===== src/rtl/uart_rx_ctrl.sv =====
// ============================================================================
// Module      : uart_rx_ctrl
// Description : UART receiver. Deserialises frames from RXD into a
//               first-word-fall-through FIFO and reports sticky framing,
//               overrun and (optionally) parity errors. UART_INT is a
//               registered level interrupt raised while data or errors
//               are pending.
//               Optional feature macro: UART_RX_PARITY_EN
//                 undefined -> 8N1 frames, PAR_ERR tied to 0
//                 defined   -> start, 8 data, even parity, stop
// Revision    : 1.0 - initial release
// ============================================================================
`default_nettype none

module uart_rx_ctrl #(
    parameter int CLK_DIV    = 868,
    parameter int FIFO_DEPTH = 8
) (
    input  logic       CLK,
    input  logic       RESET,
    input  logic       RXD,
    input  logic       RD_EN,
    output logic [7:0] RD_DATA,
    output logic       RX_VALID,
    input  logic       INT_EN,
    input  logic       CLR_ERR,
    output logic       OVERRUN,
    output logic       FRAME_ERR,
    output logic       PAR_ERR,
    output logic       UART_INT
);

    localparam int DIV_W = $clog2(CLK_DIV);
    localparam int PTR_W = $clog2(FIFO_DEPTH);
    localparam int CNT_W = PTR_W + 1;

    localparam logic [DIV_W-1:0] DIV_LAST = DIV_W'(CLK_DIV - 1);
    localparam logic [DIV_W-1:0] DIV_HALF = DIV_W'(CLK_DIV / 2 - 1);
    localparam logic [CNT_W-1:0] CNT_FULL = CNT_W'(FIFO_DEPTH);

    typedef enum logic [2:0] {
        S_IDLE   = 3'd0,
        S_START  = 3'd1,
        S_DATA   = 3'd2,
        S_PARITY = 3'd3,
        S_STOP   = 3'd4
    } state_t;

    // ------------------------------------------------------------------
    // Signals
    // ------------------------------------------------------------------
    logic             rx_meta_q;
    logic             rxs_q;

    state_t           state_q, state_d;
    logic [DIV_W-1:0] div_q, div_d;
    logic [2:0]       bit_q, bit_d;
    logic [7:0]       shift_q, shift_d;

    logic             push;
    logic             frame_set;
    logic             pop;
    logic             full;
    logic             wr_en;
    logic             ovr_set;

    logic [7:0]       mem_q [FIFO_DEPTH];
    logic [PTR_W-1:0] wr_ptr_q, rd_ptr_q;
    logic [CNT_W-1:0] cnt_q, cnt_d;

    logic             ovr_q, ovr_d;
    logic             fe_q, fe_d;
    logic             int_q;

`ifdef UART_RX_PARITY_EN
    logic             par_set;
    logic             par_bad_q, par_bad_d;
    logic             pe_q, pe_d;
`endif

    // Two-flop synchroniser; idles high so reset never looks like a start bit
    always_ff @(posedge CLK) begin
        if (RESET) begin
            rx_meta_q <= 1'b1;
            rxs_q     <= 1'b1;
        end else begin
            rx_meta_q <= RXD;
            rxs_q     <= rx_meta_q;
        end
    end

    // Frame FSM state register
    always_ff @(posedge CLK) begin
        if (RESET) begin
            state_q <= S_IDLE;
            div_q   <= '0;
            bit_q   <= '0;
            shift_q <= '0;
        end else begin
            state_q <= state_d;
            div_q   <= div_d;
            bit_q   <= bit_d;
            shift_q <= shift_d;
        end
    end

    // Frame FSM next state: mid-start-bit check, then one sample per bit period
    always_comb begin
        state_d   = state_q;
        div_d     = div_q;
        bit_d     = bit_q;
        shift_d   = shift_q;
        push      = 1'b0;
        frame_set = 1'b0;
`ifdef UART_RX_PARITY_EN
        par_set   = 1'b0;
        par_bad_d = par_bad_q;
`endif
        case (state_q)
            S_IDLE: begin
                div_d = '0;
                if (!rxs_q) begin
                    state_d = S_START;
                end
            end
            S_START: begin
                if (div_q == DIV_HALF) begin
                    div_d = '0;
                    bit_d = '0;
                    // A high line at mid start bit means it was only a glitch
                    state_d = rxs_q ? S_IDLE : S_DATA;
                end else begin
                    div_d = div_q + DIV_W'(1);
                end
            end
            S_DATA: begin
                if (div_q == DIV_LAST) begin
                    div_d   = '0;
                    shift_d = {rxs_q, shift_q[7:1]};
                    bit_d   = bit_q + 3'd1;
                    if (bit_q == 3'd7) begin
`ifdef UART_RX_PARITY_EN
                        state_d = S_PARITY;
`else
                        state_d = S_STOP;
`endif
                    end
                end else begin
                    div_d = div_q + DIV_W'(1);
                end
            end
`ifdef UART_RX_PARITY_EN
            S_PARITY: begin
                if (div_q == DIV_LAST) begin
                    div_d     = '0;
                    state_d   = S_STOP;
                    par_bad_d = (^shift_q) ^ rxs_q;
                    par_set   = par_bad_d;
                end else begin
                    div_d = div_q + DIV_W'(1);
                end
            end
`endif
            S_STOP: begin
                if (div_q == DIV_LAST) begin
                    div_d   = '0;
                    state_d = S_IDLE;
                    if (rxs_q) begin
`ifdef UART_RX_PARITY_EN
                        push = !par_bad_q;
`else
                        push = 1'b1;
`endif
                    end else begin
                        frame_set = 1'b1;
                    end
                end else begin
                    div_d = div_q + DIV_W'(1);
                end
            end
            default: begin
                state_d = S_IDLE;
                div_d   = '0;
            end
        endcase
    end

    // FIFO control: a full FIFO still accepts a push when a pop frees a slot
    always_comb begin
        pop     = RD_EN && (cnt_q != '0);
        full    = (cnt_q == CNT_FULL);
        wr_en   = push && (!full || pop);
        ovr_set = push && full && !pop;
        cnt_d   = cnt_q;
        case ({wr_en, pop})
            2'b10:   cnt_d = cnt_q + CNT_W'(1);
            2'b01:   cnt_d = cnt_q - CNT_W'(1);
            default: cnt_d = cnt_q;
        endcase
    end

    // FIFO storage; contents need no reset because the count gates the output
    always_ff @(posedge CLK) begin
        if (wr_en && !RESET) begin
            mem_q[wr_ptr_q] <= shift_q;
        end
    end

    // FIFO pointers and occupancy; pointers wrap naturally at power-of-two depth
    always_ff @(posedge CLK) begin
        if (RESET) begin
            wr_ptr_q <= '0;
            rd_ptr_q <= '0;
            cnt_q    <= '0;
        end else begin
            if (wr_en) begin
                wr_ptr_q <= wr_ptr_q + PTR_W'(1);
            end
            if (pop) begin
                rd_ptr_q <= rd_ptr_q + PTR_W'(1);
            end
            cnt_q <= cnt_d;
        end
    end

    // Sticky error next values: a new error event wins over a clear
    always_comb begin
        ovr_d = ovr_set   ? 1'b1 : (CLR_ERR ? 1'b0 : ovr_q);
        fe_d  = frame_set ? 1'b1 : (CLR_ERR ? 1'b0 : fe_q);
`ifdef UART_RX_PARITY_EN
        pe_d  = par_set   ? 1'b1 : (CLR_ERR ? 1'b0 : pe_q);
`endif
    end

    // Sticky error flags
    always_ff @(posedge CLK) begin
        if (RESET) begin
            ovr_q <= 1'b0;
            fe_q  <= 1'b0;
`ifdef UART_RX_PARITY_EN
            pe_q      <= 1'b0;
            par_bad_q <= 1'b0;
`endif
        end else begin
            ovr_q <= ovr_d;
            fe_q  <= fe_d;
`ifdef UART_RX_PARITY_EN
            pe_q      <= pe_d;
            par_bad_q <= par_bad_d;
`endif
        end
    end

    // Interrupt request registered from the visible status, so it trails it by one cycle
    always_ff @(posedge CLK) begin
        if (RESET) begin
            int_q <= 1'b0;
        end else begin
            int_q <= INT_EN & (RX_VALID | OVERRUN | FRAME_ERR | PAR_ERR);
        end
    end

    assign RX_VALID  = (cnt_q != '0);
    assign RD_DATA   = RX_VALID ? mem_q[rd_ptr_q] : 8'h00;
    assign OVERRUN   = ovr_q;
    assign FRAME_ERR = fe_q;
    assign UART_INT  = int_q;
`ifdef UART_RX_PARITY_EN
    assign PAR_ERR   = pe_q;
`else
    assign PAR_ERR   = 1'b0;
`endif

endmodule

`default_nettype wire

===== config.mk =====
export PLATFORM = sky130hd
export DESIGN_NAME = uart_rx_ctrl
export DESIGN_NICKNAME = d
export VERILOG_FILES = /design/src/rtl/uart_rx_ctrl.sv
export SDC_FILE = /design/constraint.sdc
export NUM_CORES = 1
export LEC_CHECK = 0
export CORE_UTILIZATION = 65
export CTS_BUF_LIST = sky130_fd_sc_hd__clkbuf_8
export CTS_CLUSTER_SIZE = 24
export DETAILED_ROUTE_END_ITERATION = 16
export GPL_ROUTABILITY_DRIVEN = 0
export PLACE_DENSITY = 0.94
export SYNTH_ARGS = -nofsm -noshare
export SYNTH_HDL_FRONTEND = slang
export SYNTH_SLANG_ARGS = --single-unit
export TNS_END_PERCENT = 20

===== constraint.sdc =====
create_clock -name CLK -period 4.4 [get_ports CLK]
set_input_delay 0.88 -clock CLK [delete_from_list [all_inputs] [get_ports CLK]]
set_output_delay 0.88 -clock CLK [all_outputs]
set_load 0.05 [all_outputs]

* Word level (Yosys, flattened, before mapping)
Memories as Yosys holds them, arrays and structs flattened. A register that Yosys moved wholly into a read port is not among the register bits.
Cells that the tools add are included.
** Word-level totals
- Bits in registers :: 39
- Bits in writable memories :: 64
- Output and inout bits :: 13
- Logic and storage cells :: 83
- Memories kept :: 1
** Operators by class
- $add $sub $neg :: 6
- Equal/unequal tests :: 14
- Multiplexer cells :: 28
- Bitwise logic cells :: 3
- Reductions and logical operators :: 19
** Memory list
- mem_q :: words 8, width 8, rd ports 1, clocked after Yosys merged registers in 1, write ports 1, line 67 : logic [7:0] mem_q [FIFO_DEPTH];
** Operator list (number)
- 2-to-1 mux 3 bit :: 9
- 2-to-1 mux 10 bit :: 2
- one-hot mux 10 bit (2 select lines) :: 1
- one-hot mux 3 bit (4 select lines) :: 1
- 2-to-1 mux 1 bit :: 11
- adder 10 x 1 -> 10 bit (second input constant) :: 1
- equality test 10 bit (second input constant) :: 1
- equality test 10 x 9 -> 1 bit (second input constant) :: 1
- != test 2 bit (second input constant) :: 5
- adder 3 x 1 -> 3 bit (second input constant) :: 3
- 2-to-1 mux 8 bit :: 1
- one-hot mux 4 bit (2 select lines) :: 1
- nonzero test 2 bit :: 4
- equality test 3 bit (second input constant) :: 2
- one-hot mux 3 bit (2 select lines) :: 1
- logical AND 1 bit :: 5
- AND reduction 5 bit :: 1
- adder 4 x 1 -> 4 bit (second input constant) :: 1
- equality test 4 bit (second input constant) :: 1
- nonzero test 4 bit :: 1
- subtractor 4 x 1 -> 4 bit (second input constant) :: 1
- equality test 3 x 1 -> 1 bit (second input constant) :: 1
- equality test 3 x 2 -> 1 bit (second input constant) :: 1
- zero test 1 bit :: 3
- 10 further kinds :: 11

* Longest topological paths before layout
- Word-level depth :: 7
- Gate-level depth with buffers :: 10
- Depth with buffers taken out :: 9

* Worst setup path after synthesis
No wires, ideal clock.
- Kind :: input -> register
- From :: input RD_EN
- To :: memory mem_q[0][0], enable pin
- Library setup time :: 0.398 ns
- Arrival :: 2.629 ns
- Data required time :: 4.002 ns
- Path slack :: 1.374 ns
- Cell stages on the path :: 4
- Path through :: clkdlybuf4s50_2 -> nand2b_1 -> nand2_1 -> nor4b_1
** Between the ends
- Longest elaborated chain between the ends :: 6
** RTL lines
- start: declaration :: line 22 : input logic RD_EN,
- logical AND 1 bit :: line 190 : pop = RD_EN && (cnt_q != '0);
- logical OR 1 bit :: line 192 : wr_en = push && (!full || pop);
- logical AND 1 bit :: line 192
- logical AND 1 bit :: line 204 : if (wr_en && !RESET) begin
- 2-to-1 mux 1 bit :: line 204
- 2-to-1 mux 1 bit (not written as such) :: line 205 : mem_q[wr_ptr_q] <= shift_q;
- end: declaration :: line 67
Every way passes these cells.

==> impl_metrics.csv <==
group,metric,value,unit
clock_network,hold_buffers,0,
logic_synthesis,syn_inst,331,
global_routing,antenna_found_initial,0,
die,die_area,7330,sq um
critical_path,r2r_slack,1530,ps
sta,slew_headroom,18.7,%
logic_synthesis,yosys_warnings,0,
drt,route.met3.wl,450,um
power,p_int,1.37,mW
critical_path,cp_top_family,"flip-flops",
logic_synthesis,synth-main-ff-cell,"edfxtp_1",
die,die_h,85.6,um
critical_path,rr_startpoint,"div_q[0]",
clock_network,cts.sinks,106,
die,core-area,6760,sq um
drt,vias_per_cell,6.30,
drt,drt_iter0_markers,197,
critical_path,slowest_stage,"dfxtp_1",
global_routing,gr-total-overflow,0,
logic_synthesis,synth_cell_types,54,
critical_path,cp_slowest_stage_delay,810,ps
critical_path,cp.arrival,2570,ps
logic_synthesis,synth_top_cell_by_area,"edfxtp_1",
global_routing,grt_max_degree,20,
global_routing,gr-usage-all-layers,24.8,%
die,rows,30,
logic_synthesis,synth_edf_count,64,
critical_path,critPathBufInv,1,
power,ir_drop,216,uV
logic_synthesis,synth-seq-cells,106,
clock_network,cts_made_buffers,9,
clock_network,tritoncts,"built",
sta,period_minus_slack,3450,ps
global_routing,grt_pass1_wl,13400,um
sta,fmax,290,MHz
drt,wl_met2,4400,um
die,start_util,67.3,%
sta,tightest_slew,1220,ps
die,num_io_pins,19,
power,p_per_area,381,nW/um^2
drt,dr.pass1.iters,4,
drt,wl_met1,3300,um
drt,routed_wl,8400,um
run_status,status,"finished clean",
die,die_w,85.6,um
place,place_ws,1330,ps
critical_path,r2r_cells,9,
power,pwr-share-seq,56.7,%
logic_synthesis,yosysSeqAreaShare,60.8,%
clock_network,post_cts.repair.setup_buffers,0,
layout,syn_to_final_growth,8.37,%
clock_network,worstSkewPairLatency,380,ps
drt,top_layer,"met4",
min_path,hp-start,"rx_meta_q",
critical_path,cp-end-kind,"output port",
layout,drive_above_1_share,16.1,%
drt,vias,2739,
logic_synthesis,synth_area_leaders,"edfxtp_1 (42%), dfxtp_1 (18%), mux4_2 (7.9%), mux2i_1 (4.8%), nor2_1 (3.4%)",
global_routing,grt_pass1_vias,2766,
sta,rsz0062_at_grt,"no",
layout,fin_nets,363,
logic_synthesis,netlist_area,4550,sq um
power,leakage,1.64,nW
place,port_buffers,17,
critical_path,critical_path.max_fanout,16,
clock_network,root_buffer,"clkbuf_8",
drt,antenna_left,0,
sta,hold_viol,0,
power,switching_power,0.507,mW
sta,skew,11.7,ps
logic_synthesis,synth_fp_nets,344,
critical_path,cp-start-kind,"register",
sta,slew_viol_final,0,
drt,avgRoutedWirePerCell,19.3,um
critical_path,required,3520,ps
place,hpwl,5470,um
clock_network,clockBufferDepth,2,
min_path,min_path_type,"reg2reg",
logic_synthesis,ys_async_sr_fraction,0,%
min_path,min_to,"rxs_q",
drt,drcViolationCount,0,
power,p_comb_share,13.7,%
layout,diodes,0,
clock_network,cts_resized,0,
logic_synthesis,syn_area_per_cell,13.7,sq um
sta,fin_crit_sh,78.4,%
logic_synthesis,synth_commonest_cells,"edfxtp_1 (64), dfxtp_1 (42), nor2_1 (41)",
sta,setup_viol,0,
sta,tns,0,ps
critical_path,path_cells,"mux4_2 -> mux2i_1 -> nor2_1 -> clkdlybuf4s50_1",
logic_synthesis,synth_top_area_share,42.3,%
critical_path,timing.rr.end,"cnt_q[2]",
power,p_sw_share,27.0,%
min_path,hold_path_depth,1,
run,maxCapViolations,0,
sta,finalWorstSetupSlack,949,ps
power,pwr-share-clk,29.7,%
logic_synthesis,yosysMostFrequentCell,"edfxtp_1",
clock_network,htreeDepth,3,
clock_network,clk_pin_slew_worst_paths,110,ps
critical_path,crit_type,"reg2out",
sequential cells by signal (all words and copies together), names as in the netlist, 3 cells and up, named ones only:
name and cells:
mem_q 64, div_q 10, shift_q 8, cnt_q 4, bit_q 3, rd_ptr_q 3, state_q 3, wr_ptr_q 3
area by class of cell:
type                    instances  area, sq um
fillers                       435         1830
clock inverters                 7         61.3
repair buffers                 25          230
flip-flops and latches        106         2760
multi-input cells             202         1630
inverters                       6         22.5
well taps                      80          100
clock buffers                   9          124
kinds of logic (layout without fill, tap and decap cells):
logic type / count (synthesis) / count (layout) / synth area share, %
other: 1 / 1 / 0.0825
AO/OA/AOI/OAI: 21 / 21 / 3.11
XOR/XNOR: 12 / 12 / 2.31
buffers and inverters: 23 / 47 / 3.61
multiplexers: 42 / 42 / 13.8
flip-flops: 106 / 106 / 60.8
adder cells (fa/ha/maj): 7 / 7 / 1.93
AND/OR/NAND/NOR: 119 / 119 / 14.4
how the worst max path moves through the flow:
stage	cells past startpoint	slack (ps)	to	from
3_5_place_dp	4	1330	RD_DATA[7]	register
6_report	4	950	RD_DATA[7]	register
5_1_grt	4	830	RD_DATA[7]	register
2_1_floorplan	4	1370	mem_q[0][0]	RD_EN
4_1_cts	4	910	RD_DATA[7]	register
3_3_place_gp	4	1370	RD_DATA[6]	register
layer usage:
metal / track usage, % / vias up
met2: 42.9 / 96
met1: 29.4 / 1350
li1: - / 1271
met3: 5.00 / 22
met4: 13.0 / 0
met5: 0 / -
cell usage in the layout, fill, tap and decap left out, types with 2 or more instances in the layout:
cell,instances
o21ai_0,5
mux2i_1,22
nand2b_1,5
clkinvlp_4,2
nand2_1,16
clkdlybuf4s50_1,17
nand3_1,9
nor2_1,41
inv_1,6
clkinv_4,2
edfxtp_1,64
mux4_2,16
o311ai_0,2
nand4b_1,3
nand4_1,4
inv_6,2
nor4b_1,5
xor2_1,11
ha_1,7
buf_4,8
nor3_1,7
mux2_2,4
clkbuf_8,9
or2_2,3
dfxtp_1,42
nor2b_1,7
a21oi_1,6
and3_1,2
nor4_1,3
per-stage QoR:
stage	hold slack (ps)	total power, mW	area, sq um	utilization [%]	std cells
after CTS	430	1.88	4930	72.9	435
final	425	1.88	4930	72.9	435
after detailed placement	403	1.34	4740	70.2	419
after floorplan	389	1.27	4550	-	331
after global routing	444	1.94	4930	72.9	435
after global placement	406	1.34	4740	70.2	419
power by group through the flow:
| stage | sequential, mW | clock [mW] | combinational, mW |
|---|---|---|---|
| after CTS | 1.06 | 0.561 | 0.259 |
| final | 1.06 | 0.557 | 0.257 |
| after global routing | 1.07 | 0.605 | 0.272 |
| after global placement | 1.09 | 0 | 0.251 |
| after floorplan | 1.08 | 0 | 0.188 |
| after detailed placement | 1.09 | 0 | 0.257 |
(Power assumes the default switching activity.)
==> RTL change: new RTL, same settings <==
`FIFO_DEPTH`: 8 -> 16.
--- a/src/rtl/uart_rx_ctrl.sv
+++ b/src/rtl/uart_rx_ctrl.sv
@@ -14,7 +14,7 @@
 
 module uart_rx_ctrl #(
     parameter int CLK_DIV    = 868,
-    parameter int FIFO_DEPTH = 8
+    parameter int FIFO_DEPTH = 16
 ) (
     input  logic       CLK,
     input  logic       RESET,
Formal check against the unedited RTL: same outputs for any inputs over 10 cycles, from zero or initial values and one cycle with RESET high; that may be too few to reach the edited logic, so the function may still have changed.
==> RTL change against the unedited design <==
  * Final area increased by 57%
  * Wire length increased by 62%
  * Synthesized area increased by 56%
  * Clock power increased by 85%
  * Sequential cell count increased by 68
  * Utilization increased by 1.5 points
  * Via count increased by 43%
  * Worst setup slack got worse by 0.45 ns
  * Total power increased by 110%
  * Cell count increased by 41%
  * Global-route usage increased by 2.2 points
  * Die area increased by 54%
  * Critical path type unchanged
  * Critical endpoint is now RD_DATA[0]
  * Largest cell class unchanged
  * Largest power group unchanged
==> RTL change: results (changes against the unedited design) <==
The number of distinct library cells after synthesis is 47 (-13%), and the number of synthesized flops with an enable pin is 128 (+100%). The global-route total usage across every layer is 27.02% (+2.2 points). In the final layout, the registers with the most flip-flops are mem_q x128, div_q x10, shift_q x8.

Worst slew margin relative to its limit: 29.66% (+11 points). The diode insertion count for antenna repair was 0 (unchanged); the total leakage power was 0.002445 µW (+49%). The average cell area after synthesis was 15.93 µm² (+16%); the number of post-CTS setup repair buffers was 0 (unchanged).

Number of buffers created by CTS: 17 (+8). The run gives 583 (+39%) as the placed cell count. After synthesis, the cell types taking the most area are edfxtp_1 (54%), dfxtp_1 (13%), mux4_2 (13%).

The global-route wire length before repair is 21,830 µm (+63%), and the post-placement setup slack is 0.9116 ns (-0.4196 ns). The sequential element share of the synthesized area is 67.36% (+6.6 points), and the count of TritonRoute iterations in the first routing pass is 5 (+1). The via density per instance works out to 6.382 (+1.4%).

The logs give 0.44 ns (+0.06 ns) for the insertion delay of the later-clocked pin in the worst-skew pair and 4 (+1) for the deepest level of the CTS H-tree. The maximum fanout encountered on the critical timing path was 32 (+16). The initial detailed-routing violation count is 321 (+63%). The largest net degree at the start of global routing came out at 37 (+85%).

The worst hold path belongs to the class reg -> reg. The logs give 2 (unchanged) for the maximum buffer depth of the clock tree and 0.01149 ns (-0.0002327 ns) for the worst setup skew after layout. For the final standard cell count with taps included and fillers excluded, the log shows 615 (+41%). The quantity of gates resized following cts is 0 (unchanged), and the clock slew seen by the registers of the worst setup and hold paths is 0.09 ns (-0.02 ns). The worst-case vdd ir drop is 0.3642 mV (+68%), and the final routed wire length divided by cell count is 22.09 µm (+14%). Count of synthesis-stage warnings from yosys: 0 (unchanged). The flow ran to the end, and the final reports show no timing, DRC or antenna violations. The commonest register cell after synthesis was edfxtp_1. Initial antenna violation count: 0 (unchanged). By count the netlist is led by edfxtp_1 (128), nor2_1 (59), dfxtp_1 (46).

The tree is rooted in a clkbuf_8. For the critical path data arrival time, the log shows 3.02 ns (+0.45 ns). The count of input and output buffers is 17 (unchanged).

For the via count of the first global-routing pass, the log shows 3,944 (+43%). The end-of-flow core utilization was 74.43% (+1.5 points); the post-synthesis net count was 461 (+34%). The run gives 483 (+33%) as the number of nets in the layout.

The share of post-route cells with drive strength above 1 is 18.58% (+2.5 points), and the post-detailed-placement half-perimeter wirelength is 9103 µm (+66%). Proportion of synthesized flip-flops having asynchronous set or reset: 0% (unchanged).
RTL change: cell count changes after synthesis, sizes merged, moves of 5 or more:
cell    unedited run  this run
mux4              16        40
edfxtp            64       128
nor2              41        59
nor4b              6         1
and2               0         9
xnor2              1         8
mux2i             22        13
a21oi              6        14
RTL change: stage by stage:
step	hold WS (ns)	instance area, µm²
finish	0.4280	7752
global placement	0.3928	7380
detailed placement	0.4085	7380
global route	0.4409	7752
CTS	0.4301	7752
floorplan	0.3895	7073
RTL change: layout make-up:
| type | instances | area (µm²) |
|---|---|---|
| sequential | 174 | 4766 |
| fill | 601 | 2664 |
| multi-input combinational | 245 | 2205 |
| clock buffer | 17 | 234.0 |
| timing repair buffer | 21 | 212.7 |
| tap | 136 | 170.2 |
| clock inverter | 15 | 138.9 |
| inverter | 7 | 26.28 |
RTL change: path summary, 6_finish.rpt:
check,from,to,slack (ns),depth (start not counted)
max,flop,RD_DATA[0],0.50,5
min,rx_meta_q,rxs_q,0.43,1
max reg2reg,div_q[0],mem_q[5][3],0.96,6
min reg2reg,rx_meta_q,rxs_q,0.43,1
RTL change: layer usage:
metal	global-route usage (%)	vias to the layer above	share of wire (%)
met5	0	-	0
met4	9.722	0	1.6
met3	5.763	21	6.9
met2	44.34	170	51
met1	36.02	2000	40
li1	-	1734	-
RTL change: report_power, final:
group          internal (µW)  switching [µW]  leakage [µW]  total [µW]
Sequential              1770            58.5       0.00156        1830
Clock                    453             575      0.000165        1030
Combinational            506             643      0.000721        1150
RTL change: cell families after synthesis:
| group | count (synthesis) | share of synthesized area, % |
|---|---|---|
| buffers and inverters | 25 | 1.557 |
| multiplexers | 55 | 15.00 |
| AND/OR/NAND/NOR | 139 | 10.07 |
| other | 1 | 0.05302 |
| adder cells (fa/ha/maj) | 11 | 1.946 |
| XOR/XNOR | 16 | 1.981 |
| AO/OA/AOI/OAI | 23 | 2.034 |
| flip-flops | 174 | 67.36 |
RTL change: worst max-delay path: stages, from the launching register on:
cell and delay (ns):
dfxtp_2 0.35, buf_12 0.26, mux4_2 0.57, mux4_2 0.48, and2_1 0.19, clkdlybuf4s50_1 0.72
